[config.mk]
export PLATFORM = sky130hd
export DESIGN_NAME = wav_dfi_hs_fsm
export DESIGN_NICKNAME = d
export VERILOG_FILES = /design/src/rtl/wav_dfi_chk_pkg.sv /design/src/rtl/wav_dfi_hs_fsm.sv
export SDC_FILE = /design/constraint.sdc
export NUM_CORES = 1
export LEC_CHECK = 0
export CAP_MARGIN = 10
export CORE_AREA = 2 2 39 41
export CTS_CLUSTER_DIAMETER = 200
export DETAILED_ROUTE_END_ITERATION = 16
export DIE_AREA = 0 0 41 43
export GPL_TIMING_DRIVEN = 0
export PLACE_DENSITY = 0.7
export SLEW_MARGIN = 20
export SYNTH_ARGS = -nofsm -noshare
export SYNTH_HDL_FRONTEND = slang
export SYNTH_SLANG_ARGS = --single-unit
[constraint.sdc]
create_clock -name clock -period 1.3 [get_ports clock]
set_input_delay 0.195 -clock clock [delete_from_list [all_inputs] [get_ports clock]]
set_output_delay 0.195 -clock clock [all_outputs]
set_load 0.01 [all_outputs]
[src/rtl/wav_dfi_chk_pkg.sv]
// Shared types for the DFI handshake checker: error IDs, handshake FSM
// states and the lowest-ID priority encoder used for first-error capture.
package wav_dfi_chk_pkg;

    localparam int ERR_W = 16;

    typedef enum logic [3:0] {
        ERR_LPC_TIMEOUT        = 4'd0,
        ERR_LPC_LATE_DROP      = 4'd1,
        ERR_LPD_TIMEOUT        = 4'd2,
        ERR_LPD_LATE_DROP      = 4'd3,
        ERR_PHYUPD_TIMEOUT     = 4'd4,
        ERR_PHYUPD_LATE_DROP   = 4'd5,
        ERR_PHYUPD_REASSERT    = 4'd6,
        ERR_CTRLUPD_ACK_NO_REQ = 4'd7,
        ERR_CTRLUPD_TIMEOUT    = 4'd8,
        ERR_PHYMSTR_TIMEOUT    = 4'd9,
        ERR_FORBIDDEN_PAIR     = 4'd10,
        ERR_BUS_NOT_IDLE       = 4'd11,
        ERR_LPD_DATA_EN        = 4'd12,
        ERR_LPC_ADDR           = 4'd13,
        ERR_ACK_NO_REQ         = 4'd14,
        ERR_RSVD               = 4'd15
    } err_id_e;

    typedef enum logic [1:0] {
        IDLE    = 2'd0,
        WAIT    = 2'd1,
        ACKED   = 2'd2,
        RELEASE = 2'd3
    } hs_state_e;

    // Lowest set bit wins when several errors fire in the same cycle.
    function automatic logic [3:0] lowest_id(input logic [ERR_W-1:0] v);
        logic [3:0] id;
        id = '0;
        for (int i = ERR_W - 1; i >= 0; i--) begin
            if (v[i]) id = 4'(i);
        end
        return id;
    endfunction

endpackage

[src/rtl/wav_dfi_hs_fsm.sv]
// Passive monitor for one DFI req/ack handshake. Tracks the handshake phase
// and raises single-cycle detection pulses for protocol violations.
module wav_dfi_hs_fsm
    import wav_dfi_chk_pkg::*;
#(
    parameter int RESP_MAX = 8
) (
    input  logic clock,
    input  logic reset,
    input  logic clear,
    input  logic req,
    input  logic ack,
    output logic err_timeout,
    output logic err_late_drop,
    output logic err_reassert,
    output logic err_ack_no_req
);

    // One extra code above RESP_MAX marks "timeout already reported".
    localparam int CW = $clog2(RESP_MAX + 2);
    localparam logic [CW-1:0] MAX_C  = CW'(RESP_MAX);
    localparam logic [CW-1:0] DONE_C = CW'(RESP_MAX + 1);
    localparam logic [CW-1:0] ONE_C  = CW'(1);

    hs_state_e     state_q;
    logic [CW-1:0] cnt_q;
    logic          anr_flg_q;
    logic          late_flg_q;
    logic          reas_flg_q;

    // Detection is decoded from the current state and live inputs so the
    // top-level error registers land exactly one cycle after the violation.
    always_comb begin
        err_timeout    = (RESP_MAX != 0) && (state_q == WAIT) && req && !ack
                         && (cnt_q == MAX_C);
        err_ack_no_req = (state_q == IDLE) && ack && !anr_flg_q;
        err_late_drop  = (state_q == RELEASE) && ack && !late_flg_q;
        err_reassert   = (state_q == RELEASE) && ack && req && !reas_flg_q;
    end

    // Handshake state, response counter and once-per-episode report flags.
    always_ff @(posedge clock or negedge reset) begin
        if (!reset) begin
            state_q    <= IDLE;
            cnt_q      <= '0;
            anr_flg_q  <= 1'b0;
            late_flg_q <= 1'b0;
            reas_flg_q <= 1'b0;
        end else if (clear) begin
            state_q    <= IDLE;
            cnt_q      <= '0;
            anr_flg_q  <= 1'b0;
            late_flg_q <= 1'b0;
            reas_flg_q <= 1'b0;
        end else begin
            anr_flg_q  <= (state_q == IDLE) && ack && !req;
            late_flg_q <= (state_q == RELEASE) && ack;
            reas_flg_q <= (state_q == RELEASE) && ack && req;
            case (state_q)
                IDLE: begin
                    // The rising cycle of req already counts as one wait cycle.
                    if (req) begin
                        state_q <= ack ? ACKED : WAIT;
                        cnt_q   <= ONE_C;
                    end
                end
                WAIT: begin
                    if (ack) begin
                        state_q <= ACKED;
                        cnt_q   <= '0;
                    end else if (!req) begin
                        state_q <= IDLE;
                        cnt_q   <= '0;
                    end else if (RESP_MAX != 0) begin
                        if (cnt_q == MAX_C) begin
                            cnt_q <= DONE_C;
                        end else if (cnt_q != DONE_C) begin
                            cnt_q <= cnt_q + ONE_C;
                        end
                    end
                end
                ACKED: begin
                    // Ack withdrawn while req still high: treat as pending again.
                    if (!req) begin
                        state_q <= RELEASE;
                    end else if (!ack) begin
                        state_q <= WAIT;
                        cnt_q   <= ONE_C;
                    end
                end
                RELEASE: begin
                    if (!ack) begin
                        state_q <= req ? WAIT : IDLE;
                        cnt_q   <= req ? ONE_C : '0;
                    end
                end
                default: state_q <= IDLE;
            endcase
        end
    end

endmodule

## After elaboration in Yosys (flattened, before gate mapping)

Index checks and enable logic that the tools add are counted.
Widths: inputs -> output; s select.

- Output and inout bits: 4
- Word-level logic and storage cells: 60
- Flip-flop bits (word level): 9

- Reduce and logical (&&, ||, !) cells: 18
- Equality and inequality tests: 12
- $add $sub $neg: 1
- Muxes and demuxes: 24

Operators by type and width:

| operator | number |
|---|---|
| $mux 4 | 9 |
| $mux 2 | 8 |
| $pmux 4 s4 | 1 |
| $ne 3x3->1 const B | 4 |
| $ne 4x4->1 const B | 3 |
| $logic_and 1x1->1 | 10 |
| $pmux 2 s4 | 1 |
| $ne 6x4->1 const B | 1 |
| $logic_not 1->1 | 5 |
| $mux 1 | 5 |
| $reduce_and 5->1 | 1 |
| $add 4x1->4 const B | 1 |
| $eq 2x2->1 const B | 2 |
| $eq 4x4->1 const B | 1 |
| $reduce_and 4->1 | 1 |
| $eq 2x1->1 const B | 1 |
| $logic_not 2->1 | 1 |

## Logic depth before layout (Yosys ltp)

Gate-level depths: netlist of run 1.

- Word-level depth: 7
- Depth in mapped cells: 5

## Worst setup path after synthesis of run 1

No wires, ideal clock.

- Kind: reg2reg
- From: register cnt_q[0]
- To: register cnt_q[0]
- Stages on the path, launching flop included: 6
- Period minus slack after synthesis: 1347 ps
- Arrival time: 1221 ps
- Buffers on the path: 0
- Slack: -47 ps
- Cells stage by stage: dfrtp_1 > inv_1 > ha_1 > and3b_1 > a21boi_1 > o32a_1

- Cells in the longest elaborated chain, start to end: 7
- Elaborated cells between the ends (all ways): 11

RTL lines:

| element | RTL line | source |
|---|---|---|
| start: declaration | wav_dfi_hs_fsm.sv:26 | `logic [CW-1:0] cnt_q;` |
| start signal: assignment | wav_dfi_hs_fsm.sv:78 | `cnt_q <= cnt_q + ONE_C;` |
| start signal: assignment | wav_dfi_hs_fsm.sv:94 | `cnt_q <= req ? ONE_C : '0;` |
| $add 4x1->4 | wav_dfi_hs_fsm.sv:78 |  |
| $mux 4 | wav_dfi_hs_fsm.sv:77 | `end else if (cnt_q != DONE_C) begin` |
| $mux 4 | wav_dfi_hs_fsm.sv:75 | `if (cnt_q == MAX_C) begin` |
| $mux 4 | wav_dfi_hs_fsm.sv:71 | `end else if (!req) begin` |
| $mux 4 | wav_dfi_hs_fsm.sv:68 | `if (ack) begin` |
| $pmux 4 s4 | wav_dfi_hs_fsm.sv:59 | `case (state_q)` |
| $mux 4 | wav_dfi_hs_fsm.sv:49 | `end else if (clear) begin` |

Several ways; a longest one is shown, not always the timed one. The select of a mux whose other input is x is not followed.
A chain may end at the register's enable or synchronous reset.

## Worst setup path after layout of run 1

- From: register state_q[1]
- To: output err_timeout

- Cells in the longest elaborated chain, start to end: 4

RTL lines:

| element | RTL line | source |
|---|---|---|
| start: declaration | wav_dfi_hs_fsm.sv:25 | `hs_state_e state_q;` |
| start signal: assignment | wav_dfi_hs_fsm.sv:63 | `state_q <= ack ? ACKED : WAIT;` |
| start signal: assignment | wav_dfi_hs_fsm.sv:93 | `state_q <= req ? WAIT : IDLE;` |
| $eq 2x1->1 | wav_dfi_hs_fsm.sv:34 | `err_timeout = (RESP_MAX != 0) && (state_q == WAIT) && req && !ack` |
| $logic_and 1x1->1 (2 in series) | wav_dfi_hs_fsm.sv:34 |  |
| $logic_and 1x1->1 | wav_dfi_hs_fsm.sv:35 | `&& (cnt_q == MAX_C);` |
| end: declaration | wav_dfi_hs_fsm.sv:13 | `output logic err_timeout,` |

No other way between the ends.

==> results of run 1 <==
per-stage QoR:
stage	instance area (um2)	util	hold slack (ns)	power [mW]	setup slack [ns]
2_1_floorplan	553	-	-0.101	0.351	-0.00663
3_5_place_dp	643	0.465	0.399	0.387	-0.767
5_1_grt	763	0.552	0.128	0.667	-0.215
6_report	763	0.552	0.133	0.621	-0.139
4_1_cts	741	0.535	0.123	0.617	-0.162
3_3_place_gp	643	0.465	0.398	0.386	-0.803
repair_timing:
action	in CTS	in global routing
buffers inserted	6	2
pin swaps	5	7
setup endpoints to repair	5	8
resized for setup	29	5
layout by cell type, fill, tap and decap left out, types with 2 or more instances in the layout:
cell type      instances
dlygate4sd2_1          2
dfrtp_1                8
a21oi_1                3
buf_2                  4
clkbuf_4               3
nand2_1                2
buf_4                  7
buf_6                  4
nand3_1                2
ha_1                   2
nor2_1                 3
nand3b_1               2
o21ai_0                3
flip-flops by register name, summed over array words and instances, names as in the netlist:
| signal | flops |
|---|---|
| cnt_q | 4 |
| state_q | 2 |
| anr_flg_q | 1 |
| reas_flg_q | 1 |
| late_flg_q | 1 |
routing by layer:
metal,global-route usage,vias to the layer above
met3,0.0785,4
met1,0.207,233
met5,0,-
met4,0.0600,0
met2,0.303,11
li1,-,237
layout make-up:
type,instances,area [um2]
multi-input combinational,41,338
timing repair buffer,15,111
tap,16,20.0
sequential,9,226
buffer,3,33.8
inverter,2,7.51
fill,121,621
clock buffer,4,26.3
cells by family after synthesis:
family,Yosys count,synth area share
xor gates and xnor gates,1,0.0159
adders and majority gates,3,0.0682
and+or+nand+nor,24,0.295
DFF,9,0.409
AOI/OAI and AO/OA,13,0.159
buffers and inverters,5,0.0523
where the power goes:
part | switching (mW) | internal, mW | leakage, nW | total [mW]
logic | 0.0635 | 0.0539 | 0.214 | 0.117
clock network | 0.0911 | 0.118 | 0.0150 | 0.209
registers | 0.00497 | 0.289 | 0.121 | 0.294
total | 0.160 | 0.461 | 0.350 | 0.621
path summary, 6_finish.rpt:
check                           startpoint          end  cells past startpoint
max in group asynchronous            reset     cnt_q[0]                      1
worst max register to register  state_q[0]     cnt_q[0]                      5
worst max-delay path            state_q[1]  err_timeout                      4
worst min-delay path                 clear   state_q[0]                      2
min in group asynchronous            reset     cnt_q[2]                      1
worst min register to register    cnt_q[1]     cnt_q[1]                      2
critical path, cell delays in order, from the launching register on:
cell     delay (ns)
dfrtp_1        0.37
buf_6          0.14
nor3_4         0.17
and3_1         0.17
buf_2          0.12
==> results.txt, run 1 <==
For this run, the leading register cell type out of synthesis is dfrtp_1. The quantity of hold-fixing buffers added after cts came out at 0. The power density over the cells is 813 nW/um2.

After layout, the minimum clock period comes to 1.44 ns. The aggregate negative setup slack came out at -0.376 ns. The initial antenna violation count is 0. The gate count of the mapped netlist is 55. The largest total area in the synthesized netlist belongs to dfrtp_1.

The clock passes through at most 2 buffers. The flow ran to the end, but the final reports show violations. The number of cells in the design after placement is 78. The top fanout value on the critical path is 7. Counting distinct cell types in the post-synthesis netlist gives 32. For the pin with the worst max-slew slack, the measured transition is 0.454 ns.

The commonest cells after synthesis are dfrtp_1 (9), nor2_1 (4). By startpoint and endpoint, the worst setup path is classified as reg -> out. The clock-pin slew of the registers on the worst-case setup and hold paths is 0.06 ns. For this run, design rule violations remaining after detail routing come to 0. The number of synthesized flops with an enable pin is 0. The die boundary width came out at 41 um. The HPWL after detailed placement is 742 um. The via count of the routed design came out at 485. The signal arrival time at the worst endpoint came out at 1.24 ns.

After detailed routing, the wire length on met1 is 523 um. The number of vias per cell after detailed routing is 5.39. The pre-antenna-repair detailed-routing pass consisted of 4 iterations. The relative slew slack is 0.698.

Compared with the post-synthesis result, the final layout area differs by 38.6%. The kind of start point of the critical path is a flop. The quantity of I/O buffers inserted on ports is 7. Setup repair after global routing could not meet its margin everywhere.

The fraction of synthesis flops using an asynchronous set or reset pin is 1.00. Dividing the final minimum period by the clock period gives 1.11. The kind of end point of the critical path is an output pin. The starting density of the core is 0.398.

The mean area per synthesized cell is 10.0 um2. The final setup violation count came out at 6. Signal routing reaches up to met4. Data on the critical path is required at its endpoint by 1.11 ns.

The least setup slack across all paths after layout is -0.139 ns. The reported max-cap violation count is 0. The netlist area before placement came out at 551 um2. TritonCTS built the clock tree.

The antenna violation net count after detailed routing came out at 0. The region available for standard cell placement spans 1380 um2. The top cell type's share of synthesized area is 0.409. In the post-synthesis netlist, the cell with the most instances is dfrtp_1. The pin count of the biggest net entering global routing came out at 10. The detailed-routed wire length on met3 came out at 65 um. 0 antenna diodes ended up in the layout.

In the final layout, the share of cells above drive strength 1 is 0.405. The number of nets in the layout is 83. CTS built an H-tree with a depth of 1.

The final reports fail on setup timing. The count of routing violations after the opening detailed-route iteration came out at 6. The largest voltage drop on the vdd net came out at 0.000640 V.

Static timing analysis puts the maximum clock frequency at 695 MHz. The total track usage is 0.186. In this run the register-to-register setup slack is -0.08 ns. Summed over all layers, the global routing overflow is 0. The number of clock sinks seen by CTS is 9. The final clock skew came out at 0.00524 ns. For this run, the number of Yosys warnings is 0.

The path class of the tightest hold or removal check is in -> reg. The routed length on met2 came out at 669 um. The routed wire length is 1.28 mm.

The first global-routing pass estimated 2.10 mm of wire. For this design the top-level I/O count stands at 9. The cell sitting at the root of the clock tree is a clkbuf_4.

The sequential element share of the synthesized area is 0.409. The number of global-route vias before repair came out at 479. The TritonCTS buffer count is 3.

The number of cells in the finished layout apart from fillers is 90. The die area is 1760 um2. The die span in y is 43 um. When the netlist entered floorplanning its net count stood at 63. The post-synthesis sequential element count came out at 9. The number of slew-limit violations in the final report was 0.

By area the synthesized netlist is led by dfrtp_1 (41%), ha_1 (6.8%), nor4_4 (3.9%). In this run the core area contains 14 standard-cell rows. The average wire per standard cell is 14.3 um.

The final weighted congestion in routability-driven placement is 0.727. The number of endpoints with negative hold slack in the final report is 0. The leakage dissipation is 0.350 nW. The clock latency on the worst-skew pair came out at 0.26 ns.
No activity file was read; power rests on OpenSTA's default activity.
==> inputs of run 2 (changes only) <==
--- a/config.mk
+++ b/config.mk
@@ -8,6 +8,7 @@
 export CAP_MARGIN = 10
 export CORE_AREA = 2 2 39 41
 export CTS_CLUSTER_DIAMETER = 200
+export CTS_CLUSTER_SIZE = 25
 export DETAILED_ROUTE_END_ITERATION = 16
 export DIE_AREA = 0 0 41 43
 export GPL_TIMING_DRIVEN = 0
==> results of run 2 <==
No change in the layout: final DEF, timing and power equal those of run 1.
